`src/rtl/ksa_shuffle_fsm.sv`:
```
// RC4 key-scheduling shuffle stage: for i = 0..255, j += S[i] + key[i mod KEY_BYTES], swap S[i]/S[j].
// Drives the shuffle-side working-RAM request ports; all outputs registered from the next state.
// Optional feature macro: SHUFFLE_SAME_IDX_SKIP_EN (skip both writes when i == j).
module ksa_shuffle_fsm #(
    parameter int unsigned READ_LAT  = 1,
    parameter int unsigned KEY_BYTES = 3
) (
    input  logic                   clk,
    input  logic                   rst_n,
    input  logic                   start,
    input  logic [8*KEY_BYTES-1:0] secret_key,
    input  logic [7:0]             q,
    output logic [7:0]             address,
    output logic [7:0]             data,
    output logic                   wren,
    output logic [1:0]             mem_sel,
    output logic                   busy,
    output logic                   done
);

    localparam int unsigned KW = (KEY_BYTES > 1) ? $clog2(KEY_BYTES) : 1;
    localparam int unsigned WW = (READ_LAT > 1) ? $clog2(READ_LAT) : 1;

    typedef enum logic [3:0] {
        IDLE    = 4'd0,
        RD_SI   = 4'd1,
        WAIT_SI = 4'd2,
        RD_SJ   = 4'd3,
        WAIT_SJ = 4'd4,
        WR_SI   = 4'd5,
        WR_SJ   = 4'd6,
        NEXT    = 4'd7,
        DONE    = 4'd8
    } state_t;

    state_t        state_q, state_d;
    logic [7:0]    i_q, i_d;
    logic [7:0]    j_q, j_d;
    logic [7:0]    si_q, si_d;
    logic [7:0]    sj_q, sj_d;
    logic [KW-1:0] kidx_q, kidx_d;
    logic [WW-1:0] wcnt_q, wcnt_d;
    logic [7:0]    address_d, data_d;
    logic          wren_d, busy_d, done_d;
    logic [1:0]    mem_sel_d;
    logic [7:0]    key_byte;
    logic          wait_last;

    // Next-state, datapath and registered-output decode
    always_comb begin
        state_d   = state_q;
        i_d       = i_q;
        j_d       = j_q;
        si_d      = si_q;
        sj_d      = sj_q;
        kidx_d    = kidx_q;
        wcnt_d    = wcnt_q;
        address_d = 8'd0;
        data_d    = 8'd0;
        wren_d    = 1'b0;
        mem_sel_d = 2'b00;
        busy_d    = 1'b0;
        done_d    = 1'b0;
        key_byte  = 8'd0;
        wait_last = (wcnt_q == WW'(READ_LAT - 1));

        // Key byte 0 is the most significant byte of secret_key
        for (int unsigned k = 0; k < KEY_BYTES; k++) begin
            if (kidx_q == KW'(k)) begin
                key_byte = secret_key[8*(KEY_BYTES-k)-1 -: 8];
            end
        end

        case (state_q)
            IDLE: begin
                if (start) begin
                    state_d = RD_SI;
                    i_d     = 8'd0;
                    j_d     = 8'd0;
                    kidx_d  = '0;
                end
            end
            RD_SI: begin
                state_d = WAIT_SI;
                wcnt_d  = '0;
            end
            WAIT_SI: begin
                if (wait_last) begin
                    si_d    = q;
                    j_d     = j_q + q + key_byte;
                    state_d = RD_SJ;
                end else begin
                    wcnt_d = wcnt_q + WW'(1);
                end
            end
            RD_SJ: begin
                state_d = WAIT_SJ;
                wcnt_d  = '0;
            end
            WAIT_SJ: begin
                if (wait_last) begin
                    sj_d = q;
`ifdef SHUFFLE_SAME_IDX_SKIP_EN
                    state_d = (i_q == j_q) ? NEXT : WR_SI;
`else
                    state_d = WR_SI;
`endif
                end else begin
                    wcnt_d = wcnt_q + WW'(1);
                end
            end
            WR_SI: state_d = WR_SJ;
            WR_SJ: state_d = NEXT;
            NEXT: begin
                if (i_q == 8'hFF) begin
                    state_d = DONE;
                end else begin
                    i_d     = i_q + 8'd1;
                    kidx_d  = (kidx_q == KW'(KEY_BYTES - 1)) ? '0 : kidx_q + KW'(1);
                    state_d = RD_SI;
                end
            end
            DONE: begin
                if (!start) state_d = IDLE;
            end
            default: state_d = IDLE;
        endcase

        // Outputs are decoded from the state being entered so they are valid throughout it
        case (state_d)
            RD_SI, WAIT_SI, NEXT: begin
                address_d = i_d;
                mem_sel_d = 2'b01;
                busy_d    = 1'b1;
            end
            RD_SJ, WAIT_SJ: begin
                address_d = j_d;
                mem_sel_d = 2'b01;
                busy_d    = 1'b1;
            end
            WR_SI: begin
                address_d = i_d;
                data_d    = sj_d;
                wren_d    = 1'b1;
                mem_sel_d = 2'b01;
                busy_d    = 1'b1;
            end
            WR_SJ: begin
                address_d = j_d;
                data_d    = si_d;
                wren_d    = 1'b1;
                mem_sel_d = 2'b01;
                busy_d    = 1'b1;
            end
            DONE:    done_d = 1'b1;
            default: ;
        endcase
    end

    // State, datapath and output registers
    always_ff @(posedge clk or negedge rst_n) begin
        if (!rst_n) begin
            state_q <= IDLE;
            i_q     <= 8'd0;
            j_q     <= 8'd0;
            si_q    <= 8'd0;
            sj_q    <= 8'd0;
            kidx_q  <= '0;
            wcnt_q  <= '0;
            address <= 8'd0;
            data    <= 8'd0;
            wren    <= 1'b0;
            mem_sel <= 2'b00;
            busy    <= 1'b0;
            done    <= 1'b0;
        end else begin
            state_q <= state_d;
            i_q     <= i_d;
            j_q     <= j_d;
            si_q    <= si_d;
            sj_q    <= sj_d;
            kidx_q  <= kidx_d;
            wcnt_q  <= wcnt_d;
            address <= address_d;
            data    <= data_d;
            wren    <= wren_d;
            mem_sel <= mem_sel_d;
            busy    <= busy_d;
            done    <= done_d;
        end
    end

endmodule

```
`config.mk`:
```
export PLATFORM = sky130hd
export DESIGN_NAME = ksa_shuffle_fsm
export DESIGN_NICKNAME = d
export VERILOG_FILES = /design/src/rtl/ksa_shuffle_fsm.sv
export SDC_FILE = /design/constraint.sdc
export NUM_CORES = 1
export LEC_CHECK = 0
export BUFFER_PORTS_ARGS = -buffer_cell sky130_fd_sc_hd__buf_2
export CAP_MARGIN = 15
export CORE_UTILIZATION = 59
export CTS_CLUSTER_DIAMETER = 40
export DETAILED_ROUTE_END_ITERATION = 8
export PLACE_DENSITY = 0.89
export SETUP_SLACK_MARGIN = 0.15
export SYNTH_ARGS = -nofsm -noshare
export SYNTH_HDL_FRONTEND = slang
export SYNTH_SLANG_ARGS = --single-unit
```
`constraint.sdc`:
```
create_clock -name clk -period 8.4 [get_ports clk]
set_clock_uncertainty 0.05 [all_clocks]
set_input_delay 1.26 -clock clk [delete_from_list [all_inputs] [get_ports clk]]
set_output_delay 1.26 -clock clk [all_outputs]
set_load 0.005 [all_outputs]
```
==> results of run 1 <==
==> per-stage QoR <==
step	setup slack [ps]	util [%]
5_1_grt	4660	71.1
3_5_place_dp	4550	68.0
4_1_cts	4880	70.6
2_1_floorplan	4880	-
6_report	4810	71.1
3_3_place_gp	4680	68.0
==> layout make-up <==
| type | count | area (µm²) |
|---|---|---|
| Clock buffer | 7 | 86.3 |
| Clock inverter | 1 | 30.0 |
| Fill cell | 318 | 1280 |
| Inverter | 18 | 67.6 |
| Multi-Input combinational cell | 188 | 1390 |
| Sequential cell | 49 | 1230 |
| Tap cell | 52 | 65.1 |
| Timing Repair Buffer | 55 | 290 |
==> per-layer routing <==
| layer | share of wire [%] | wire length, µm | vias to the layer above | global-route usage [%] |
|---|---|---|---|---|
| li1 | - | - | 1032 | - |
| met2 | 50 | 3040 | 95 | 43.0 |
| met1 | 41 | 2470 | 1059 | 34.1 |
| met3 | 6.9 | 415 | 15 | 5.56 |
| met5 | 0 | 0 | - | 0 |
| met4 | 2.2 | 133 | 0 | 9.33 |
==> how the worst max path moves through the flow <==
stage / to / slack [ps]
6_report: address[5]$_DFF_PN0_ / 4810
5_1_grt: address[5]$_DFF_PN0_ / 4660
4_1_cts: address[5]$_DFF_PN0_ / 4880
3_5_place_dp: j_q[7]$_DFF_PN0_ / 4550
3_3_place_gp: address[5]$_DFF_PN0_ / 4680
2_1_floorplan: address[5]$_DFF_PN0_ / 4880
==> state kept, by name (all words and copies together) (netlist names) <==
signal	count
j_q	8
wren	1
address	8
kidx_q	2
si_q	8
state_q	4
i_q	8
done	1
busy	1
data	8
==> worst reg2reg max path, cell delays in order (launching register included) <==
cell and delay, ps:
sky130_fd_sc_hd__dfrtp_1 600, sky130_fd_sc_hd__nor2b_1 510, sky130_fd_sc_hd__a21oi_1 160, sky130_fd_sc_hd__fa_1 500, sky130_fd_sc_hd__inv_1 50, sky130_fd_sc_hd__ha_1 230
sky130_fd_sc_hd__fa_1 410, sky130_fd_sc_hd__a21o_1 170, sky130_fd_sc_hd__a21oi_1 240, sky130_fd_sc_hd__xor2_1 200, sky130_fd_sc_hd__o21ai_1 90, sky130_fd_sc_hd__a22o_1 220
==> report_power, final <==
group / leakage [µW] / internal, µW / total (µW) / switching (µW)
clock network: 0.0000585 / 97.1 / 177 / 79.5
registers: 0.000607 / 257 / 275 / 18.1
logic: 0.000940 / 110 / 246 / 136
==> kinds of logic after synthesis <==
family / count (synthesis)
simple gates: 79
compound gates: 65
flops: 49
buf+inv: 34
mux: 17
fa+ha+maj: 15
xor+xnor: 11
other cells: 1
==> layout by cell type (no fill, tap or decap), drive strengths merged, types with 2 or more instances in the layout <==
master  Yosys  layout
a21o        4       4
a21oi      12      12
a22o       10      10
a31oi       2       2
a32o        3       3
and2        2       2
and4b       2       2
buf         9      55
clkbuf      7       7
dfrtp      49      49
fa          8       8
ha          7       7
inv        18      18
mux2i      17      17
nand2      29      29
nand2b      3       3
nand3       8       8
nand4       2       2
nand4b      2       2
nor2       19      19
nor3        3       3
nor4        2       2
o21a        2       2
o21ai      21      21
o21ba       2       2
o31ai       3       3
xnor2       6       6
xor2        5       5
==> synthesized netlist by cell type, types with 2 or more instances <==
cell type | n | area [µm²]
sky130_fd_sc_hd__o31ai_1 | 3 | 22.5
sky130_fd_sc_hd__a31oi_1 | 2 | 12.5
sky130_fd_sc_hd__mux2i_1 | 17 | 170
sky130_fd_sc_hd__xor2_1 | 5 | 43.8
sky130_fd_sc_hd__a21oi_1 | 11 | 55.1
sky130_fd_sc_hd__and2_1 | 2 | 12.5
sky130_fd_sc_hd__clkbuf_1 | 6 | 22.5
sky130_fd_sc_hd__o21a_1 | 2 | 15.0
sky130_fd_sc_hd__inv_1 | 18 | 67.6
sky130_fd_sc_hd__and4b_1 | 2 | 20.0
sky130_fd_sc_hd__buf_6 | 2 | 22.5
sky130_fd_sc_hd__a21o_1 | 4 | 30.0
sky130_fd_sc_hd__nor3_1 | 2 | 10.0
sky130_fd_sc_hd__nand2b_1 | 3 | 18.8
sky130_fd_sc_hd__xnor2_1 | 6 | 52.6
sky130_fd_sc_hd__a32o_1 | 3 | 30.0
sky130_fd_sc_hd__o21ai_1 | 7 | 35.0
sky130_fd_sc_hd__nand3_1 | 8 | 40.0
sky130_fd_sc_hd__nor2_1 | 18 | 67.6
sky130_fd_sc_hd__a22o_1 | 10 | 87.6
sky130_fd_sc_hd__dfrtp_1 | 49 | 1230
sky130_fd_sc_hd__ha_1 | 7 | 87.6
sky130_fd_sc_hd__o21ai_0 | 13 | 65.1
sky130_fd_sc_hd__fa_1 | 8 | 160
sky130_fd_sc_hd__nand2_1 | 29 | 109
sky130_fd_sc_hd__buf_2 | 2 | 10.0
sky130_fd_sc_hd__o21ba_2 | 2 | 20.0
sky130_fd_sc_hd__buf_4 | 4 | 30.0
==> impl.org, run 1 <==
** Run status
- The flow ran to the end, but the final reports show violations.
- The final reports fail on design-rule violations.

** Cells and area
- 0 antenna diodes ended up in the layout.
- P&R area growth vs syn :: 13.6%
- Excluding fillers, the count of instances in the completed layout stands at 370.
- Ratio of cells with drive above 1 in the final layout :: 23.6%
- Final design area excluding fillers :: 3160 µm²
- Net count reported at finish :: 367

** Synth
- The synthesized netlist devotes 3.46% of its cell area to XOR and XNOR gates.
- Post-synthesis simple-gate area fraction :: 15.1%
- Number of storage elements in the synthesis netlist :: 49
- Counting flops with an async set or reset pin after synthesis yields a share of 100%.
- For this run, the leading register cell type out of synthesis is sky130_fd_sc_hd__dfrtp_1.
- By area, the combinational part of the netlist is dominated by compound AO/OA/AOI/OAI gates.
- A synthesized cell averages 10.3 µm².
- YS warnings :: 0
- Synthesis handed over a netlist of 271 instances.
- Multiplexer area fraction after synthesis :: ~6.1%
- The number of different library cells used by synthesis comes to 54.
- The synthesized netlist devotes between 8 and 9% of its cell area to adder and majority cells.
- Complex-gate fraction of the synthesized area :: 16.4%
- For this run, the register share of the synthesized area comes to 44.1%.
- The number of nets in the synthesized netlist is 321.
- Summing every instance area after synthesis gives 2780 µm².
- Counting flops with a built-in enable in the synthesized netlist gives 0.

** Setup path
- In this run the worst path has a maximum fanout of 2.
- In this design, the largest share of critical-path delay is due to adder cells.
- On the critical path, the stage with the largest delay is an instance of sky130_fd_sc_hd__fa_1.
- In this run the critical register-to-register path is launched from kidx_q[0]$_DFFE_PN0P_.
- Data on the critical path is required at its endpoint by about 8600 ps.
- Sort of element at the start of the critical path :: input port
- Minimum setup slack among reg-to-reg paths :: a little under 5000 ps
- Data arrival time at the worst-slack endpoint :: 3740 ps
- STA classifies the critical path endpoint as a flop.
- The critical path contains buffers and inverters numbering 2 combined.
- CP Class :: input port to flop
- Delay contributed by the slowest stage of the critical path :: 500 ps
- The worst register-to-register path has a depth of 11.
- Number of logic stages on the critical path including buffering :: 13
- Launching instance or port of the critical path :: secret_key[9]
- Reg-to-reg critical path endpoint :: address[5]$_DFF_PN0_
- Walking the worst path, the cells encountered are buf_2 -> mux2i_1 -> nor2_1 -> a21oi_1 -> fa_1 -> inv_1 -> ha_1 -> fa_1 -> a21o_1 -> a21oi_1 -> xor2_1 -> o21ai_1 -> a22o_1.

** Placement
- In this run the tool buffered the top-level ports with 54 buffer cells.
- Once placement completed, the tool counted placed cells totaling 361.
- Gp weighted congestion :: between 0.8 and 0.9
- After legalization and detailed placement, the total HPWL measured 4230 µm.
- Placed cell area :: between 3000 and 4000 µm²

** Min path
- Counting instances, the worst hold path has a depth of 2.
- The worst hold path begins at si_q[0]$_DFF_PN0_.
- The min-delay analysis places its worst path in the category flop to flop.
- The worst hold path terminates at si_q[0]$_DFF_PN0_.

** STA
- Max-slew violations :: 0
- Pin slew with the least headroom to its limit :: ~900 ps
- Dividing the final minimum period by the clock period gives between 40% and 50%.
- Setup repair after global routing left no endpoint under its margin.
- Number of failing hold endpoints at the final stage :: 0
- Smallest hold slack :: 442 ps
- Min cycle time layout :: 3590 ps
- For the final routed database, the setup TNS stands at 0 ps.
- Headroom to the max-slew limit :: 39.1%
- Highest clock frequency the design can meet :: 279 MHz
- Setup violations remaining at the end of the flow were counted as 0.

** CTS
- The H-tree was split into 2 levels.
- Count of cells resized by post-cts repair :: 0
- After clock tree synthesis, the clock-pin slew on the worst setup and hold paths is ~80 ps.
- Clock latency on the worst-skew pair, taken at its later pin, is 310 ps.
- The clock passes through at most 2 buffers.
- Root buf cell :: sky130_fd_sc_hd__clkbuf_8
- Buffers inserted to repair hold after CTS numbered 0.
- Count of buffers added by post-CTS timing repair for setup :: 0
- Clock buffer count from CTS :: 5
- TritonCTS built the clock tree.
- Counting every sink on the clock net gives 49.

** Route
- In the routed design, unresolved DRC markers number 10.
- 1st-pass router iterations :: 6
- Routed len/inst :: 16.4 µm
- Detailed routing inserted a total of 2201 vias.
- Wires add up to a little over 6000 µm.
- Iteration-0 DRC Markers :: 247
- Antenna-violating nets left :: 0
- Via density per instance :: 5.95

** GRT
- The initial antenna violation count was 0.
- Pin count of the biggest net entering global routing :: 50
- Global routing used roughly a quarter of the available tracks across all layers.
- After global routing the overflow that remains totals 0.
- The first global-routing pass estimated 9760 µm of wire.
- Via count of the first global-routing pass :: 2045

** Floorplan
- IO Pins :: 56
- The die is 70.7 µm wide.
- Total die area :: 4990 µm²
- Die extent in y :: between 70 and 80 µm
- Effective utilization at floorplan :: 62.6%
- The total area inside the core boundary comes to 4440 µm².
- Number of placement rows :: 24

** Power
- Worst voltage drop across the vdd grid :: approximately 0.17 mV
- Overall power consumption :: between 600 and 700 µW
- For this design the ratio of total power to cell area is roughly 220 nW/µm².
- Cell leakage power :: 0.00161 µW

** Job
- Across the run, the number of max-cap violations was 0.
Power figures use the tool's default switching activity.
==> run 2, diff against run 1 <==
--- a/config.mk
+++ b/config.mk
@@ -5,12 +5,13 @@
 export SDC_FILE = /design/constraint.sdc
 export NUM_CORES = 1
 export LEC_CHECK = 0
+export ABC_AREA = 1
 export BUFFER_PORTS_ARGS = -buffer_cell sky130_fd_sc_hd__buf_2
 export CAP_MARGIN = 15
-export CORE_UTILIZATION = 59
+export CORE_UTILIZATION = 55
 export CTS_CLUSTER_DIAMETER = 40
 export DETAILED_ROUTE_END_ITERATION = 8
-export PLACE_DENSITY = 0.89
+export PLACE_DENSITY = 0.83
 export SETUP_SLACK_MARGIN = 0.15
 export SYNTH_ARGS = -nofsm -noshare
 export SYNTH_HDL_FRONTEND = slang
==> constraint.sdc (replaced) <==
create_clock -name clk -period 3.3 [get_ports clk]
set_clock_uncertainty 0.05 [all_clocks]
set_input_delay 0.495 -clock clk [delete_from_list [all_inputs] [get_ports clk]]
set_output_delay 0.495 -clock clk [all_outputs]
set_load 0.005 [all_outputs]
==> impl.org, run 2 <==
** STA
- Adding up every negative setup slack in the final design gives 0 ps.
- Highest clock frequency the design can meet :: 340 MHz
- The worst path uses 89.2% of the clock period.
- The count of pins over their slew limit came to 0.
- Min cycle time layout :: 2940 ps
- The final number of hold-violating endpoints was 0.
- Setup repair after global routing left no endpoint under its margin.
- Setup violations remaining at the end of the flow were counted as 0.

** Setup path
- Largest fanout on the critical path :: 7
- Minimum setup slack among reg-to-reg paths :: 360 ps
- Reg-to-reg critical path endpoint :: address[7]$_DFF_PN0_
- Crit path required time :: between 3000 and 4000 ps
- The critical path in this run is classified as flop to flop.
- Data arrives at the worst endpoint at 3100 ps.
- Sort of element at the start of the critical path :: flop
- Worst Reg-to-Reg Cells :: 16
- In this run the critical register-to-register path is launched from kidx_q[1]$_DFFE_PN0P_.
- Walking the worst path, the cells encountered are inv_1 -> nor2_2 -> a22o_1 -> a21oi_1 -> fa_1 -> inv_1 -> ha_1 -> fa_1 -> inv_1 -> nor3_1 -> nor2_1 -> nand3_1 -> nand3_1 -> nand2_1 -> nand2_1 -> nand2_1.
- Delay contributed by the slowest stage of the critical path :: 490 ps
- STA classifies the critical path endpoint as a flop.
- On the critical path, the stage with the largest delay is an instance of sky130_fd_sc_hd__fa_1.

** Synth
- Of the synthesized area, sequential elements account for 42.3%.
- Cells after Synth :: between 300 and 400
- Counting flops with an async set or reset pin after synthesis yields a share of 100%.
- In the post-synthesis netlist, the biggest area contributors are sky130_fd_sc_hd__dfrtp_1 42%, sky130_fd_sc_hd__nand2_1 15%, sky130_fd_sc_hd__fa_1 5.5%.
- The mapped netlist covers 2900 µm².
- Summed over its instances, the top area cell type makes up 42.3% of the synthesized netlist area.
- Synth cell types :: 40
- Library cell with the largest summed area after synthesis :: sky130_fd_sc_hd__dfrtp_1
- By count the netlist is led by 115 x sky130_fd_sc_hd__nand2_1, 49 x sky130_fd_sc_hd__dfrtp_1, 39 x sky130_fd_sc_hd__inv_1.
- Top-count cell post-synth :: sky130_fd_sc_hd__nand2_1
- Synth Net Count :: between 300 and 400
- In this run, synthesis inferred 0 flip-flops with an integrated enable.
- Top flip-flop cell by instance count after synthesis :: sky130_fd_sc_hd__dfrtp_1
- Number of storage elements in the synthesis netlist :: between 40 and 50
- The Yosys step of the flow raised 0 warnings.
- The average instance in the mapped netlist occupies 8.43 µm².

** Placement
- Once detailed placement completed, the half-perimeter wirelength came to 4820 µm.
- Quantity of I/O buffers inserted on ports :: 54
- The congestion estimate from routability-driven global placement came to roughly 0.82.

** Route
- Via count :: 2432
- DRC viols :: 0
- The first detailed-routing pass took 4 iterations.
- Via density per instance :: 5.16
- The detail route stage leaves a number of antenna-violating nets equal to 0.
- In this run, the number of DRC markers left after iteration 0 of detailed routing was between 100 and 150.
- Dividing the detail-routed wire length by the instance count gives roughly 13 µm.
- Total wire length after detailed routing :: 6190 µm

** Power
- Overall power consumption after layout is estimated at 3190 µW.
- Summed over all cells, the static leakage comes to roughly 0.0018 µW.
- Pwr Density :: around 960 nW/µm²
- Worst voltage drop across the vdd grid :: roughly 0.37 mV

** GRT
- Wire length of the first global-routing pass :: ~10000 µm
- Global routing consumed, on the met3 layer, 3.93% of the routing resources.
- Entering global routing, the biggest net connects 50 pins.
- Via count of the first global-routing pass :: 2231
- Global routing used 24.8% of the available tracks across all layers.
- The total overflow left after global routing is 0.
- Met1 track demand over resource in global routing :: 34.8%
- Fraction of met2 tracks used by global routing :: 39.7%
- The initial antenna violation count is 0.
- Routing layer with the top usage in global route :: met2

** Cells and area
- The net count of the finished layout is 450.
- Antenna diode count :: 0
- Most frequent cells in the layout :: 115 x sky130_fd_sc_hd__nand2_1, 54 x sky130_fd_sc_hd__buf_2, 48 x sky130_fd_sc_hd__dfrtp_1
- Most common library cell in the layout ignoring fill and taps :: sky130_fd_sc_hd__nand2_1
- Ratio of cells with drive above 1 in the final layout :: a little over a quarter
- Compared with the post-synthesis result, the final layout area differs by 14.2%.

** CTS
- TritonCTS built the clock tree.
- Count of buffers added by post-CTS timing repair for setup :: 0
- Buffers inserted during clock tree synthesis total 5.
- Deepest clock path buffer count :: 2
- Clock transition at the registers of the reported paths :: 90 ps
- The H-tree was split into 2 levels.
- Clock tree synthesis found a total of 49 sinks.
- In this run the clock root is driven by a sky130_fd_sc_hd__clkbuf_8.
- Clk_lat worst skew :: 310 ps

** Floorplan
- Once the floorplan was initialized, standard cells occupied 56.8% of the core.
- Row generation in the floorplan step produced 26 rows.
- The floorplan step defined a core boundary enclosing about 5000 µm².
- Die extent in y :: 74.6 µm
- The die is 74.6 µm wide.
- IO Pins :: 56
- The die covers 5570 µm².

** Run status
- The run finished with clean final reports.

** Min path
- Path class of the lowest-slack min-delay path :: input port to asynchronous set/reset pin

** Job
- Reported max-cap violation count :: 0
## run 2: area by class of cell
type	count	area, µm²
clock buffer	5	68.8
clock inverter	3	21.3
fill	425	1800
inverter	51	196
multi-input combinational	238	1420
sequential	49	1230
tap	70	87.6
timing repair buffer	55	290
## run 2: worst max-delay path, delay by kind of cell (launching register included)
family | cells | cell delay (ps)
fa+ha+maj | 3 | 1110
simple gates | 8 | 730
compound gates | 2 | 250
buf+inv | 3 | 270
flops | 1 | 420
## run 2: logic make-up (layout without fill, tap and decap cells)
kind of cell / Yosys count / after routing / synth area share, %
other cells: 1 / 1 / 0.129
flops: 49 / 49 / 42.3
simple gates: 175 / 175 / 28.8
buf+inv: 57 / 114 / 8.98
compound gates: 44 / 44 / 10.3
fa+ha+maj: 15 / 15 / 8.55
xor+xnor: 3 / 3 / 0.907
## run 2: stage by stage
step | std cells | util [%] | cell area [µm²] | worst slack [ps] | hold WS, ps
2_1_floorplan | 344 | - | 2900 | 568 | 149
3_3_place_gp | 462 | 62.5 | 3190 | 439 | 401
3_5_place_dp | 462 | 62.5 | 3190 | 308 | 406
4_1_cts | 470 | 64.3 | 3280 | 296 | 370
5_1_grt | 471 | 64.8 | 3310 | 197 | 24.4
6_report | 471 | 64.8 | 3310 | 357 | 17.4
## run 2: power by group
part	switching, µW	leakage [µW]	internal, µW
clock	215	0.0000445	151
combinational	1150	0.00115	686
sequential	144	0.000636	835
total	1510	0.00183	1670
## run 2: how the worst max path moves through the flow
stage	slack, ps	start	cells past startpoint	endpoint
after global routing	200	kidx_q[1]$_DFFE_PN0P_	14	address[5]$_DFF_PN0_
after detailed placement	310	kidx_q[0]$_DFFE_PN0P_	16	address[7]$_DFF_PN0_
final	360	kidx_q[1]$_DFFE_PN0P_	16	address[7]$_DFF_PN0_
after floorplan	570	kidx_q[0]$_DFFE_PN0P_	16	address[7]$_DFF_PN0_
after CTS	300	kidx_q[0]$_DFFE_PN0P_	16	address[7]$_DFF_PN0_
after global placement	440	kidx_q[0]$_DFFE_PN0P_	16	address[7]$_DFF_PN0_
## run 2: routing by layer
metal / share of wire, % / up-vias
met4: 1.7 / 0
met5: 0 / -
met2: 47 / 72
li1: - / 1208
met1: 47 / 1143
met3: 3.9 / 9
## run 2: timing repair
action | 4_1_cts | 5_1_grt
gates resized for setup | 0 | 3
endpoints found under the setup margin | 0 | 2
hold buffers | 0 | 0
==> run 3, diff against run 2 <==
--- a/config.mk
+++ b/config.mk
@@ -8,10 +8,12 @@
 export ABC_AREA = 1
 export BUFFER_PORTS_ARGS = -buffer_cell sky130_fd_sc_hd__buf_2
 export CAP_MARGIN = 15
-export CORE_UTILIZATION = 55
+export CELL_PAD_IN_SITES_DETAIL_PLACEMENT = 1
+export CELL_PAD_IN_SITES_GLOBAL_PLACEMENT = 1
+export CORE_UTILIZATION = 41
 export CTS_CLUSTER_DIAMETER = 40
 export DETAILED_ROUTE_END_ITERATION = 8
-export PLACE_DENSITY = 0.83
+export PLACE_DENSITY = 0.84
 export SETUP_SLACK_MARGIN = 0.15
 export SYNTH_ARGS = -nofsm -noshare
 export SYNTH_HDL_FRONTEND = slang
==> impl.org, run 3 (synthesis gave the netlist of run 2 again) <==
** Cells and area
- Non-filler cells in the finished layout :: 501
- Most frequent cells in the layout :: 115 x sky130_fd_sc_hd__nand2_1, 54 x sky130_fd_sc_hd__buf_2, 48 x sky130_fd_sc_hd__dfrtp_1
- Area of all sequential standard cells :: 1230 µm²
- Net count reported at finish :: about 450
- Filler Cell Count :: 857
- Final design area excluding fillers :: roughly 3400 µm²
- Of the cells placed in the final design, the portion with a size suffix greater than 1 is 27.7%.
- The repair_antennas step left the layout with diodes totalling 0.
- Most common library cell in the layout ignoring fill and taps :: sky130_fd_sc_hd__nand2_1
- Area occupied by multi-input gates :: roughly 1400 µm²
- P&R area growth vs syn :: 16.4%

** Setup path
- Worst Reg-to-Reg Cells :: 15
- Largest fanout on the critical path :: 7
- Minimum setup slack among reg-to-reg paths :: around 340 ps
- STA puts the critical path data arrival time at about 3100 ps.
- CP Class :: flop to flop
- STA puts the critical path data required time at 3460 ps.
- STA classifies the critical path startpoint as a flop.
- The worst register-to-register path ends at address[6]$_DFF_PN0_.
- Reg2Reg Launch Point :: kidx_q[0]$_DFFE_PN0P_
- Type of destination of the critical path :: flop

** Floorplan
- Die extent in y :: 86.1 µm
- Effective utilization at floorplan :: approximately 43%
- Placeable core region :: about 6800 µm²
- The initialized floorplan defines 30 standard-cell rows.
- IO Pins :: 56
- The die covers 7410 µm².
- The die is 86.1 µm wide.

** CTS
- After clock tree synthesis, the clock-pin slew on the worst setup and hold paths is 110 ps.
- TritonCTS built the clock tree.
- CTS placed an instance of sky130_fd_sc_hd__clkbuf_8 at the clock tree root.
- In this run the deepest clock path goes through 2 buffers.
- CTS saw 49 sinks.
- Clk_lat worst skew :: approximately 320 ps
- Clock buffer count from CTS :: 5
- CTS H-Tree Depth :: 2

** STA
- Min cycle time layout :: 2960 ps
- After routing, the total negative slack on setup checks comes to 0 ps.
- Final setup fails :: 0
- Setup repair after global routing left no endpoint under its margin.
- In the finished design, the share of the clock period the worst path needs comes to around nine tenths.
- The count of pins over their slew limit is 0.
- Number of failing hold endpoints at the final stage :: 0
- For this run, the top clock speed supported by timing is 338 MHz.
- Pin slew with the least headroom to its limit :: 721 ps
- The worst pin sits at a relative slew slack of between 50 and 60%.

** Placement
- Placed cell area :: 3250 µm²
- At the end of routability-driven placement, the weighted congestion stood at 0.881.
- Cell total after placement :: 491
- The HPWL after detailed placement is 6040 µm.
- Buffers placed on the I/O ports in this run total 54.

** Run status
- The flow ran to the end, and the final reports show no timing, DRC or antenna violations.

** Route
- Antenna-violating nets left :: 0
- Routed len/inst :: 15.3 µm
- Total wire length after detailed routing :: 7640 µm
- In the routed design, unresolved DRC markers number 0.
- The routed layout has 2481 vias.
- Before antenna repair, the detailed router went through 4 iterations.
- For this block, the initial DRC count from the detailed router was 135.
- Via density per instance :: 4.95

** Power
- Fraction of power spent switching nets :: 49.0%
- Sequential cells burn 29.4% of the power.
- Dividing total power by cell area gives a power density of 992 nW/µm².
- The analysis attributes to net switching a power of between 1500 and 2000 µW.
- Combinational cells account for between 50% and 60% of the total power.
- Cell leakage power :: 0.00184 µW
- The design draws approximately 3300 µW.
- The internal power of the cells totals 1710 µW.
- Clock Power Share :: between 10% and 20%
- Worst voltage drop across the vdd grid :: 0.286 mV

** Min path
- The tightest min-delay check is of the input port to asynchronous set/reset pin type.

** GRT
- Congestion Overflow GR :: 0
- The initial antenna violation count came to 0.
- The number of global-route vias before repair was approximately 2600.
- Pin count of the biggest net entering global routing :: 32
- For this run, the total global-route usage over all layers was measured as 22.5%.
- Wire length of the first global-routing pass :: about 13000 µm

** Job
- Across the run, the number of max-cap violations was 0.
==> run 3: cell type report <==
class | instances | area share [%]
inverter | 51 | 5.82
multi-input combinational | 238 | 42.3
clock buffer | 5 | 2.04
sequential | 49 | 36.4
tap | 96 | 3.56
clock inverter | 3 | 0.779
timing repair buffer | 59 | 9.12
==> run 3: worst max-delay path by stage <==
| stage | startpoint | end | slack [ps] | depth (start not counted) |
|---|---|---|---|---|
| after floorplan | kidx_q[0]$_DFFE_PN0P_ | address[7]$_DFF_PN0_ | 570 | 16 |
| after global placement | kidx_q[1]$_DFFE_PN0P_ | address[7]$_DFF_PN0_ | 360 | 16 |
| after detailed placement | kidx_q[1]$_DFFE_PN0P_ | address[7]$_DFF_PN0_ | 190 | 17 |
| after CTS | kidx_q[1]$_DFFE_PN0P_ | address[6]$_DFF_PN0_ | 270 | 15 |
| after global routing | kidx_q[0]$_DFFE_PN0P_ | address[7]$_DFF_PN0_ | 150 | 16 |
| final | kidx_q[0]$_DFFE_PN0P_ | address[6]$_DFF_PN0_ | 340 | 15 |
==> run 3: power by group through the flow <==
stage               Combinational, µW  Sequential (µW)  Clock, µW
CTS                              1970              983        396
global route                     2220             1010        412
floorplan                        1430              973          0
finish                           1980              983        386
detailed placement               1940              991          0
global placement                 1840              982          0
==> run 3: routing by layer <==
| layer | track usage (%) | vias to the layer above | routed length (µm) |
|---|---|---|---|
| li1 | - | 1212 | - |
| met4 | 5.91 | 0 | 115 |
| met1 | 29.4 | 1211 | 3510 |
| met5 | 0 | - | 0 |
| met2 | 39.4 | 49 | 3810 |
| met3 | 2.79 | 9 | 205 |
==> run 3: per-stage QoR <==
step | hold WS, ps | setup WS [ps] | util (%)
after CTS | 202 | 265 | 49.2
after global placement | 402 | 362 | 47.8
after detailed placement | 410 | 188 | 47.8
final | 168 | 343 | 49.7
after floorplan | 149 | 568 | -
after global routing | 238 | 150 | 49.7
==> run 3: repair_timing <==
action | CTS | global route
resized for setup | 1 | 4
pin swaps | 0 | 1
setup buffers | 0 | 2
endpoints found under the setup margin | 1 | 5
hold buffers | 0 | 0
==> run 3: worst max-delay path, cell delays in order (launching register included) <==
cell and delay (ps):
sky130_fd_sc_hd__dfrtp_2 460, sky130_fd_sc_hd__inv_1 110, sky130_fd_sc_hd__nor2_1 140, sky130_fd_sc_hd__buf_4 160
sky130_fd_sc_hd__nand2_1 50, sky130_fd_sc_hd__nand3_1 130, sky130_fd_sc_hd__fa_1 460, sky130_fd_sc_hd__ha_1 410
sky130_fd_sc_hd__a21oi_1 120, sky130_fd_sc_hd__or2_2 310, sky130_fd_sc_hd__nand3_1 90, sky130_fd_sc_hd__nand2_1 60
sky130_fd_sc_hd__nand3_1 80, sky130_fd_sc_hd__nand2_1 80, sky130_fd_sc_hd__nand2_1 80, sky130_fd_sc_hd__nand2_1 60
